### config.mk
export PLATFORM = sky130hd
export DESIGN_NAME = ddr4_rd_perf_master
export DESIGN_NICKNAME = d
export VERILOG_FILES = /design/src/rtl/ddr4_perf_pkg.sv /design/src/rtl/ddr4_rd_perf_master.sv
export SDC_FILE = /design/constraint.sdc
export NUM_CORES = 1
export LEC_CHECK = 0
export CAP_MARGIN = 10
export CORE_AREA = 2 2 271 273
export CTS_CLUSTER_SIZE = 8
export DETAILED_ROUTE_END_ITERATION = 6
export DIE_AREA = 0 0 273 275
export GPL_TIMING_DRIVEN = 0
export SYNTH_ARGS = -nofsm -noshare
export SYNTH_HDL_FRONTEND = slang
export SYNTH_SLANG_ARGS = --single-unit
export TNS_END_PERCENT = 50
### constraint.sdc
create_clock -name clk -period 3.25 [get_ports clk]
set_input_delay 0.4875 -clock clk [delete_from_list [all_inputs] [get_ports clk]]
set_output_delay 0.4875 -clock clk [all_outputs]
set_load 0.1 [all_outputs]
### src/rtl/ddr4_perf_pkg.sv
// Shared types and encodings for the DDR4 read performance master.
// Holds the FSM state enum, the AXI burst/response codes and the default widths.
package ddr4_perf_pkg;

    localparam int DEF_ID_WTH          = 4;
    localparam int DEF_ADDR_WTH        = 33;
    localparam int DEF_LEN_WTH         = 8;
    localparam int DEF_DATA_WTH        = 512;
    localparam int DEF_RESP_WTH        = 2;
    localparam int DEF_MAX_OUTSTANDING = 8;

    localparam logic [1:0] BURST_FIXED = 2'b00;
    localparam logic [1:0] BURST_INCR  = 2'b01;
    localparam logic [1:0] BURST_WRAP  = 2'b10;

    localparam logic [1:0] RESP_OKAY   = 2'b00;
    localparam logic [1:0] RESP_EXOKAY = 2'b01;
    localparam logic [1:0] RESP_SLVERR = 2'b10;
    localparam logic [1:0] RESP_DECERR = 2'b11;

    typedef enum logic [1:0] {
        IDLE  = 2'd0,
        ISSUE = 2'd1,
        DRAIN = 2'd2,
        DONE  = 2'd3
    } perf_state_e;

    function automatic logic [31:0] sat_inc(input logic [31:0] v);
        return (v == 32'hFFFF_FFFF) ? v : v + 32'd1;
    endfunction

endpackage

### src/rtl/ddr4_rd_perf_master.sv
// AXI read traffic generator: issues cmd_num_bursts INCR bursts from cmd_addr,
// bounds outstanding reads, and reports cycle/beat counts plus protocol errors.
module ddr4_rd_perf_master
    import ddr4_perf_pkg::*;
#(
    parameter int AXI_ID_WTH      = DEF_ID_WTH,
    parameter int AXI_ADDR_WTH    = DEF_ADDR_WTH,
    parameter int AXI_LEN_WTH     = DEF_LEN_WTH,
    parameter int AXI_DATA_WTH    = DEF_DATA_WTH,
    parameter int AXI_RESP_WTH    = DEF_RESP_WTH,
    parameter int MAX_OUTSTANDING = DEF_MAX_OUTSTANDING
) (
    input  logic                    clk,
    input  logic                    rst,
    input  logic                    cmd_valid,
    output logic                    cmd_ready,
    input  logic [AXI_ADDR_WTH-1:0] cmd_addr,
    input  logic [15:0]             cmd_num_bursts,
    input  logic [AXI_LEN_WTH-1:0]  cmd_len,
    output logic [AXI_ID_WTH-1:0]   arid,
    output logic [AXI_ADDR_WTH-1:0] araddr,
    output logic [AXI_LEN_WTH-1:0]  arlen,
    output logic [2:0]              arsize,
    output logic [1:0]              arburst,
    output logic                    arvalid,
    input  logic                    arready,
    input  logic [AXI_ID_WTH-1:0]   rid,
    input  logic [AXI_DATA_WTH-1:0] rdata,
    input  logic [AXI_RESP_WTH-1:0] rresp,
    input  logic                    rlast,
    input  logic                    rvalid,
    output logic                    rready,
    output logic                    busy,
    output logic                    done,
    output logic [31:0]             cycle_count,
    output logic [31:0]             beat_count,
    output logic                    err_last,
    output logic                    err_resp
);

    localparam int                    BYTES    = AXI_DATA_WTH / 8;
    localparam logic [2:0]            SIZE     = 3'($clog2(BYTES));
    localparam int                    OUT_WTH  = $clog2(MAX_OUTSTANDING + 1);
    localparam logic [OUT_WTH-1:0]    OUT_MAX  = OUT_WTH'(MAX_OUTSTANDING);

    perf_state_e             state, state_next;
    logic [AXI_LEN_WTH-1:0]  len_q;
    logic [AXI_LEN_WTH-1:0]  beat_idx;
    logic [15:0]             bursts_left, left_next;
    logic [OUT_WTH-1:0]      outstanding, out_next;
    logic [AXI_ADDR_WTH-1:0] burst_bytes;
    logic                    cmd_hs, ar_hs, r_hs, last_hs, can_issue;
    logic                    unused_rbus;

    // Read data and ID are only counted, never inspected.
    assign unused_rbus = ^{rid, rdata};

    assign cmd_ready = (state == IDLE);
    assign busy      = (state != IDLE);
    assign rready    = (state == ISSUE) || (state == DRAIN);

    assign arid    = '0;
    assign arlen   = len_q;
    assign arsize  = busy ? SIZE : 3'd0;
    assign arburst = busy ? BURST_INCR : 2'b00;

    assign cmd_hs  = cmd_valid && cmd_ready;
    assign ar_hs   = arvalid && arready;
    assign r_hs    = rvalid && rready;
    assign last_hs = r_hs && rlast;

    assign burst_bytes = (AXI_ADDR_WTH'(len_q) + AXI_ADDR_WTH'(1)) << SIZE;
    assign left_next   = bursts_left - 16'(ar_hs);
    assign can_issue   = (out_next < OUT_MAX);

    // A stray rlast with nothing outstanding must not wrap the counter.
    always_comb begin
        out_next = outstanding;
        if (ar_hs && !last_hs)
            out_next = outstanding + OUT_WTH'(1);
        else if (!ar_hs && last_hs && (outstanding != '0))
            out_next = outstanding - OUT_WTH'(1);
    end

    always_comb begin
        state_next = state;
        case (state)
            IDLE:    if (cmd_hs) state_next = (cmd_num_bursts == 16'd0) ? DONE : ISSUE;
            ISSUE:   if (ar_hs && (bursts_left == 16'd1)) state_next = DRAIN;
            DRAIN:   if (out_next == '0) state_next = DONE;
            DONE:    state_next = IDLE;
            default: state_next = IDLE;
        endcase
    end

    always_ff @(posedge clk) begin
        if (rst) begin
            state       <= IDLE;
            outstanding <= '0;
            araddr      <= '0;
            arvalid     <= 1'b0;
            len_q       <= '0;
            bursts_left <= '0;
            beat_idx    <= '0;
            done        <= 1'b0;
            cycle_count <= '0;
            beat_count  <= '0;
            err_last    <= 1'b0;
            err_resp    <= 1'b0;
        end else begin
            state       <= state_next;
            outstanding <= out_next;
            done        <= (state == DONE);
            if (cmd_hs) begin
                araddr      <= cmd_addr;
                len_q       <= cmd_len;
                bursts_left <= cmd_num_bursts;
                arvalid     <= (cmd_num_bursts != 16'd0);
                beat_idx    <= '0;
                cycle_count <= '0;
                beat_count  <= '0;
                err_last    <= 1'b0;
                err_resp    <= 1'b0;
            end else begin
                if (ar_hs) begin
                    araddr      <= araddr + burst_bytes;
                    bursts_left <= left_next;
                end
                // Re-evaluate arvalid only when no address is pending, so a
                // presented address holds until it is accepted.
                if ((state == ISSUE) && (ar_hs || !arvalid))
                    arvalid <= (left_next != 16'd0) && can_issue;
                if (rready)
                    cycle_count <= sat_inc(cycle_count);
                if (r_hs) begin
                    beat_count <= sat_inc(beat_count);
                    beat_idx   <= rlast ? '0 : beat_idx + AXI_LEN_WTH'(1);
                    if (rlast != (beat_idx == len_q))
                        err_last <= 1'b1;
                    if (rresp != '0)
                        err_resp <= 1'b1;
                end
            end
        end
    end

endmodule

# Word level (Yosys, flattened, before mapping)
# Index checks and enable logic that the tools add are counted.
dict set report totals {
  register_bits 139
  input_bits 581
  output_inout_bits 121
  elab_cells 81
}
dict set report op_classes {
  n_addsub 8
  magnitude_cmp 1
  n_eq_ne 11
  n_mux 16
  n_bitwise 2
  reduce_logical 31
}
# op n
set ops {}
lappend ops {{2-to-1 mux 33 bit} 2}
lappend ops {{adder 32 x 1 -> 32 bit (second input constant)} 2}
lappend ops {{equality test 32 bit (second input constant)} 2}
lappend ops {{adder 33 x 15 -> 33 bit} 1}
lappend ops {{2-to-1 mux 16 bit} 2}
lappend ops {{nonzero test 16 bit} 2}
lappend ops {{equality test 16 x 1 -> 1 bit (second input constant)} 1}
lappend ops {{zero test 16 bit} 1}
lappend ops {{subtractor 16 x 1 -> 16 bit} 1}
lappend ops {{logical AND 1 bit} 10}
lappend ops {{adder 8 x 1 -> 9 bit (second input constant)} 1}
lappend ops {{adder 8 x 1 -> 8 bit (second input constant)} 1}
lappend ops {{equality test 8 bit} 1}
lappend ops {{2-to-1 mux 2 bit} 4}
lappend ops {{2-to-1 mux 4 bit} 2}
lappend ops {{2-to-1 mux 8 bit} 1}
lappend ops {{case mux 2 bit (4 select lines)} 1}
lappend ops {{AND reduction 2 bit} 4}
lappend ops {{nonzero test 2 bit} 4}
lappend ops {{!= test 2 x 1 -> 1 bit (second input constant)} 3}
lappend ops {{adder 4 x 1 -> 4 bit (second input constant)} 1}
lappend ops {{equality test 2 bit (second input constant)} 2}
lappend ops {{zero test 4 bit} 1}
lappend ops {{< comparator 4 bit (second input constant)} 1}
lappend ops {{12 further kinds} 18}

# Logic depth before layout (Yosys ltp)
# Gate-level depths: netlist of the first run.
dict set report logic_depth {
  word_depth 12
  ltp_mapped 13
  depth_no_buf 11
}

# Least setup slack after synthesis of the first run
# Ideal clock, no wire load.
dict set report synth_timing {
  kind {register to register}
  startpoint {register arvalid}
  endpoint {register bursts_left[15]}
  t_arrival_ns 3.615
  path_slack_ns -0.451
  stages_incl_launch_ff 13
  period_less_slack_ns 3.701
  path_cell_list {dfxtp_1 nand2_1 clkbuf_1 inv_1 clkbuf_1 clkbuf_1 ha_1 nor2b_1 nand3_1 or3_1 nor4b_2 xnor2_1 a211oi_1}
}
dict set report synth_between {
  elab_chain_cells 4
}
# element line_no
set synth_lines {}
lappend synth_lines {{start, declared} ddr4_rd_perf_master.sv:25} ;# output logic arvalid,
lappend synth_lines {{start signal, assigned} ddr4_rd_perf_master.sv:118} ;# arvalid <= (cmd_num_bursts != 16'd0);
lappend synth_lines {{start signal, assigned} ddr4_rd_perf_master.sv:132} ;# arvalid <= (left_next != 16'd0) && can_issue;
lappend synth_lines {{logical AND 1 bit *} ddr4_rd_perf_master.sv:68} ;# assign ar_hs = arvalid && arready;
lappend synth_lines {{subtractor 16 x 1 -> 16 bit} ddr4_rd_perf_master.sv:73} ;# assign left_next = bursts_left - 16'(ar_hs);
lappend synth_lines {{2-to-1 mux 16 bit} ddr4_rd_perf_master.sv:125} ;# if (ar_hs) begin
lappend synth_lines {{2-to-1 mux 16 bit} ddr4_rd_perf_master.sv:114} ;# if (cmd_hs) begin
lappend synth_lines {{end signal, assigned} ddr4_rd_perf_master.sv:117} ;# bursts_left <= cmd_num_bursts;
lappend synth_lines {{end signal, assigned} ddr4_rd_perf_master.sv:127} ;# bursts_left <= left_next;
lappend synth_lines {{end, declared} ddr4_rd_perf_master.sv:49} ;# logic [15:0] bursts_left, left_next;
# Mark *: on every way between the ends. The rest lies on a longest branch, timed or not. The select of a mux whose other input is x is not followed.
# A chain may end at the register's enable or synchronous reset.

# Worst setup path after layout of the first run
dict set report layout_timing {
  startpoint {register state[1]}
  endpoint {output port busy}
}
dict set report layout_between {
  elab_chain_cells 1
}
# element line_no
set layout_lines {}
lappend layout_lines {{start, declared} ddr4_rd_perf_master.sv:46} ;# perf_state_e state, state_next;
lappend layout_lines {{start signal, assigned} ddr4_rd_perf_master.sv:111} ;# state <= state_next;
lappend layout_lines {{nonzero test 2 bit} ddr4_rd_perf_master.sv:59} ;# assign busy = (state != IDLE);
lappend layout_lines {{end, declared} ddr4_rd_perf_master.sv:33} ;# output logic busy,
# Every way passes these cells.

==> reports/metrics.yaml, run 1 <==
start_util_pct: 10.6
synth_edf_count: 0
drt_iter0_markers: 623
io_buffers: 179
place_area_um2: 10700
root_buffer: "clkbuf_16"
min_period_over_period_pct: 95.3
irDropWorstVdd_uv: 533
yosysSeqAreaShare_pct: 36.4
worstReg2RegStart: "arlen[1]"
status: "completed"
place_congestion: 0.824
setup_tns_ps: 0
power_density_nw_per_um2: 686
die_w_um: 273
synthFlopType: "dfxtp_1"
grt.met1_usage_pct: 11.5
antenna_found_initial: 4
clk_pin_slew_ps: 60
maxCapViolCount: 0
final_cell_area_um2: 11400
synthAdderAreaFrac_pct: 3.70
cp_max_fo: 6
n_antenna_cell: 0
cp-start-kind: "flip-flop"
synthSimpleGateAreaFrac_pct: 27.4
tightest_slew_ps: 1120
rows: 99
top_usage_layer: "met1"
path_delay_family: "buffers and inverters"
clkLatencyLatePin_ps: 450
grt_overflow: 0
ios: 702
fmax_mhz: 323
cpMostUsedCell: "inv_1"
cp.arrival_ps: 2610
ys_ff_latch: 139
crit_type: "reg -> out"
setup_viol: 0
slew_violations: 0
wl_mm: 30.8
nets: 1757
path_buf_inv: 3
synth_top_family_by_area: "simple AND/OR/NAND/NOR gates"
grt_util_met3_pct: 3.20
worstSetupEndpointType: "output pin"
synth-xor-area-share_pct: 11.7
critPathLaunch: "state[1]"
htreeDepth: 4
drc: 0
slowest_stage: "clkdlybuf4s50_1"
synthCells: 951
die_h_um: 275
leakage_nw: 3.56
drive_gt1_share_pct: 7.63
vias: 7681
yosys_warnings: 0
fin_util_pct: 15.7
hold_buffers: 0
synth_area_um2: 7640
syn_to_final_growth_pct: 48.5
cts_made_buffers: 17
holdCritPathClass: "reg -> reg"
synth-compound-area-share_pct: 15.7
groute.usage.overall_pct: 8.07
dp_hpwl_mm: 23.9
hold_start: "err_resp"
synth.area.mux_share_pct: 0.262
crit_chain: "inv_1 -> ha_1 -> inv_1 -> clkdlybuf4s50_1"
grt_use_met2_pct: 11.5
ys_types: 69
clkSinkCount: 139
cts_tree: "done"
routedWlPerCell_um: 14.5
core_region_area_um2: 72300
hold_violations: 0
finClkSkew_ps: 13.3
ant_nets: 0
finalCriticalPeriod_ps: 3100
syn_avg_cell_area_um2: 8.04
p_total_mw: 7.79
cp_slowest_stage_delay_ps: 1180
async_flop_share_pct: 0
relSlewSlack_pct: 25.2
die_area_um2: 75100
first_pass_iters: 5
grt_pass1_wl_mm: 45.6
grt_max_degree: 17
grt_pass1_vias: 7067
rsz0062_at_grt: "false"
clk_path_buf_depth: 2
via_per_inst: 3.61
worstPathRequired_ps: 2760
## placed cells by master, fill, tap and decap left out, types with 8 or more instances in the layout
master	n
and4_1	8
clkdlybuf4s50_1	175
or3_1	23
nand4_1	20
xor2_1	24
a21oi_1	58
buf_4	13
xnor2_1	78
nor2_1	110
clkbuf_1	33
inv_1	31
nand3_1	35
and3_1	15
nor4_1	17
a211oi_1	25
ha_1	21
dfxtp_1	133
clkbuf_16	17
nor3_1	43
a31oi_1	9
nand2_1	98
o21ai_0	44
## Yosys cell counts (4+ instances only)
cell type / instances / share of area, %
xnor2_1: 78 / 8.9
ha_1: 21 / 3.4
a311oi_1: 6 / 0.69
nor3_1: 43 / 2.8
o21ai_0: 44 / 2.9
o31ai_1: 4 / 0.39
buf_4: 10 / 0.98
nand2_1: 99 / 4.9
or4_1: 4 / 0.39
a211oi_1: 25 / 2.5
o211ai_1: 4 / 0.39
nand4_1: 20 / 1.6
a21oi_1: 59 / 3.9
nand3_1: 36 / 2.4
inv_1: 32 / 1.6
nor4b_1: 7 / 0.80
a2111oi_0: 4 / 0.46
and4_1: 8 / 0.92
or2_2: 6 / 0.49
dfxtp_1: 139 / 36
and3_1: 15 / 1.2
nor2_1: 110 / 5.4
buf_2: 4 / 0.26
xor2_1: 24 / 2.8
nor4_1: 17 / 1.4
or3_1: 24 / 2.0
clkbuf_1: 36 / 1.8
a31oi_1: 9 / 0.74
nor3b_1: 5 / 0.49
nor2b_1: 4 / 0.33
## worst register-to-register path, stage by stage, from the launching register on
cell       delay, ps
dfxtp_2          500
and3_1           210
nand3_1          100
or2_2            330
xnor2_1          130
ha_1             400
nand2_1          100
nor2_1           220
nand3_2          280
a2111oi_2        410
xnor2_1          160
a21oi_1           80
## registers in the layout, indices dropped and copies added, names as in the netlist
signal	cells
araddr	33
beat_count	32
state	2
done	1
err_resp	1
outstanding	4
cycle_count	32
bursts_left	16
arlen	8
arvalid	1
err_last	1
beat_idx	8
## per-layer routing
layer | part of all wire [%] | wire, µm | up-vias
met5 | 0.11 | 35 | -
met4 | 0.60 | 186 | 6
met3 | 9.6 | 2970 | 19
met2 | 40 | 12300 | 269
met1 | 50 | 15300 | 3592
li1 | - | - | 3795
## area by class of cell
type | instances | area (µm²)
buffer | 54 | 272
clock buffer | 18 | 429
clock inverter | 13 | 193
fill | 8231 | 61000
inverter | 32 | 120
multi-input combinational | 731 | 4560
sequential | 139 | 2790
tap | 959 | 1200
timing repair buffer | 179 | 1790
## final timing paths
| check | end | slack (ps) | depth (start not counted) |
|---|---|---|---|
| setup reg to reg | araddr[31] | 200 | 11 |
| setup / recovery | busy | 150 | 4 |
| hold reg to reg | err_resp | 450 | 2 |
| hold / removal | err_resp | 450 | 2 |
## per-stage QoR
step | hold WS (ps) | setup WS, ps | cells
floorplan | 477 | 18.1 | 956
global placement | 436 | -1380 | 2094
detailed placement | 443 | -1350 | 2094
CTS | 458 | 9.16 | 2125
global route | 486 | 5.16 | 2125
finish | 452 | 152 | 2125
## report_power, final
part / total, mW / leakage [nW] / internal, mW / switching [mW]
logic: 3.43 / 2.12 / 0.930 / 2.50
registers: 2.21 / 1.14 / 1.91 / 0.294
clock network: 2.16 / 0.297 / 1.29 / 0.867
## cells by family (layout without fill, tap and decap cells)
family,after synthesis,count (layout)
AO/OA/AOI/OAI,185,185
XOR/XNOR,102,102
adder cells (fa/ha/maj),22,22
buffers and inverters,86,296
flip-flops,139,139
multiplexers,2,2
other,1,6
AND/OR/NAND/NOR,414,414
## timing repair
action	4_1_cts	5_1_grt
buffers inserted	0	0
endpoints found under the hold margin	0	0
endpoints found under the setup margin	18	21
gates resized for setup	15	10
Power figures use the tool's default switching activity.
==> inputs of run 2 (changes only) <==
--- a/config.mk
+++ b/config.mk
@@ -5,12 +5,13 @@
 export SDC_FILE = /design/constraint.sdc
 export NUM_CORES = 1
 export LEC_CHECK = 0
-export CAP_MARGIN = 10
+export CAP_MARGIN = 20
 export CORE_AREA = 2 2 271 273
 export CTS_CLUSTER_SIZE = 8
 export DETAILED_ROUTE_END_ITERATION = 6
 export DIE_AREA = 0 0 273 275
 export GPL_TIMING_DRIVEN = 0
+export SETUP_SLACK_MARGIN = 0.5
 export SYNTH_ARGS = -nofsm -noshare
 export SYNTH_HDL_FRONTEND = slang
 export SYNTH_SLANG_ARGS = --single-unit
==> reports/metrics.yaml, run 2 (synthesized netlist as in run 1, its figures left out) <==
setup_viol: 0  # unchanged
cp_slowest_stage_delay_ps: 1270  # was 1180 ps
irDropWorstVdd_uv: 433  # was 533 µV
nets: 1778  # was 1,757
path_buf_inv: 1  # was 3
crit_chain: "clkdlybuf4s50_1"  # was inv_1 -> ha_1 -> inv_1 -> clkdlybuf4s50_1
holdPathStages: 2  # unchanged
largest_reg_flops: 33  # unchanged
clkLatencyLatePin_ps: 450  # about the same
io_buffers: 179  # unchanged
drc: 0  # unchanged
leakage_nw: 3.73  # was 3.56 nW
r2r.worst_path.cells: 11  # unchanged
holdCritPathClass: "reg -> reg"  # unchanged
syn_to_final_growth_pct: 55.6  # was 48.5%
htreeDepth: 4  # unchanged
cts_made_buffers: 17  # unchanged
crit_type: "reg -> out"  # unchanged
ios: 702  # unchanged
via_per_inst: 3.66  # was 3.61
worstReg2RegEnd: "bursts_left[9]"  # was araddr[31]
grt_pass1_wl_mm: 45.3  # was 45.6 mm
worstSetupEndpointType: "output pin"  # unchanged
status: "completed"  # unchanged
multi_input_area_um2: 4840  # was 4560 µm²
rows: 99  # unchanged
grt_pass1_vias: 7152  # was 7,067
ant_nets: 0  # unchanged
die_h_um: 275  # unchanged
first_pass_iters: 5  # unchanged
finalCriticalPeriod_ps: 2820  # was 3100 ps
start_util_pct: 10.6  # unchanged
cts_tree: "done"  # unchanged
routedWlPerCell_um: 14.6  # was 14.5 µm
reg_top3: "araddr x33, beat_count x32, cycle_count x32"  # unchanged
fillers: 8219  # was 8,231
power_density_nw_per_um2: 670  # was 686 nW/µm²
core_region_area_um2: 72300  # unchanged
vias: 7861  # was 7,681
relSlewSlack_pct: 25.6  # was 25.2%
worstReg2RegStart: "arvalid"  # was arlen[1]
seqCellArea_um2: 2810  # was 2790 µm²
clkSinkCount: 139  # unchanged
hold_start: "err_resp"  # unchanged
root_buffer: "clkbuf_16"  # unchanged
cp-start-kind: "flip-flop"  # unchanged
regMostFlops: "araddr"  # unchanged
rrSetupSlack_ps: 540  # was 200 ps
final_cell_mix: "172 x clkdlybuf4s50_1, 129 x dfxtp_1, 108 x nor2_1"  # was 175 x clkdlybuf4s50_1, 133 x dfxtp_1, 110 x nor2_1
cp.arrival_ps: 2330  # was 2610 ps
fmax_mhz: 355  # was 323 MHz
finClkSkew_ps: 17.0  # was 13.3 ps
tightest_slew_ps: 1110  # was 1120 ps
die_area_um2: 75100  # unchanged
final_common_cell: "clkdlybuf4s50_1"  # unchanged
finalNonFillerCells: 2148  # was 2,125
worstPathRequired_ps: 2760  # about the same
place_congestion: 0.829  # was 0.824
antenna_found_initial: 3  # was 4
drt_iter0_markers: 678  # was 623
grt_max_degree: 17  # unchanged
path_delay_family: "buffers and inverters"  # unchanged
maxCapViolCount: 0  # unchanged
die_w_um: 273  # unchanged
clk_path_buf_depth: 2  # unchanged
dp_worst_setup_slack_ps: -780  # was -1350 ps
clk_pin_slew_ps: 70  # was 60 ps
rsz0062_at_grt: "true"  # was false
fin_util_pct: 16.4  # was 15.7%
drive_gt1_share_pct: 12.0  # was 7.63%
min_period_over_period_pct: 86.7  # was 95.3%
slowest_stage: "clkdlybuf4s50_1"  # unchanged
p_total_mw: 7.97  # was 7.79 mW
wl_mm: 31.4  # was 30.8 mm
dp_hpwl_mm: 23.8  # was 23.9 mm
setup_tns_ps: 0  # unchanged
groute.usage.overall_pct: 8.05  # was 8.07%
min_to: "err_resp"  # unchanged
timing.final.ws_setup_ps: 432  # was 152 ps
cp_max_fo: 5  # was 6
grt_overflow: 0  # unchanged
hold_violations: 0  # unchanged
slew_violations: 0  # unchanged
dpl.cell_count: 2094  # unchanged
[run 2: through the flow]
stage                     hold slack [ps]  cell area, µm²
after floorplan                       477            7860
after global placement                441           10900
after detailed placement              437           10900
after CTS                             453           11600
after global routing                  483           11900
final                                 450           11900
[run 2: metal layers]
layer | vias to the layer above | part of all wire, % | track usage (%) | wire [µm]
met3 | 23 | 8.4 | 2.66 | 2630
li1 | 3834 | - | - | -
met5 | - | 0.061 | 0 | 19
met4 | 4 | 0.79 | 1.73 | 247
met1 | 3694 | 49 | 11.4 | 15500
met2 | 306 | 41 | 11.7 | 13000
[run 2: layout make-up]
cell class / instances / area share (%)
antenna: 2 / 0.0421
buffer: 54 / 2.56
clock buffer: 19 / 3.81
clock inverter: 12 / 1.57
inverter: 32 / 1.01
multi-input combinational: 733 / 40.7
sequential: 139 / 23.6
tap: 959 / 10.1
timing repair buffer: 198 / 16.6
[run 2: repair_timing]
item | 4_1_cts | 5_1_grt
pin swaps | 1 | 19
gates cloned | 0 | 3
hold buffers | 0 | 0
setup endpoints to repair | 36 | 47
resized for setup | 27 | 32
setup buffers | 1 | 17
[run 2: worst max path at each step]
stage / startpoint / endpoint / slack [ps] / cells after the start
2_1_floorplan: state[1] / beat_count[31] / 400 / 10
3_3_place_gp: arready / bursts_left[14] / -770 / 13
3_5_place_dp: arready / bursts_left[14] / -780 / 13
4_1_cts: state[0] / cmd_ready / 310 / 3
5_1_grt: arlen[7] / arlen[7] / 350 / 1
6_report: arlen[7] / arlen[7] / 430 / 1
[run 2: report_power, final]
| group | switching, mW | internal (mW) | total [mW] |
|---|---|---|---|
| clock | 0.857 | 1.33 | 2.19 |
| combinational | 2.57 | 0.998 | 3.56 |
| sequential | 0.297 | 1.92 | 2.21 |
| total | 3.72 | 4.25 | 7.97 |
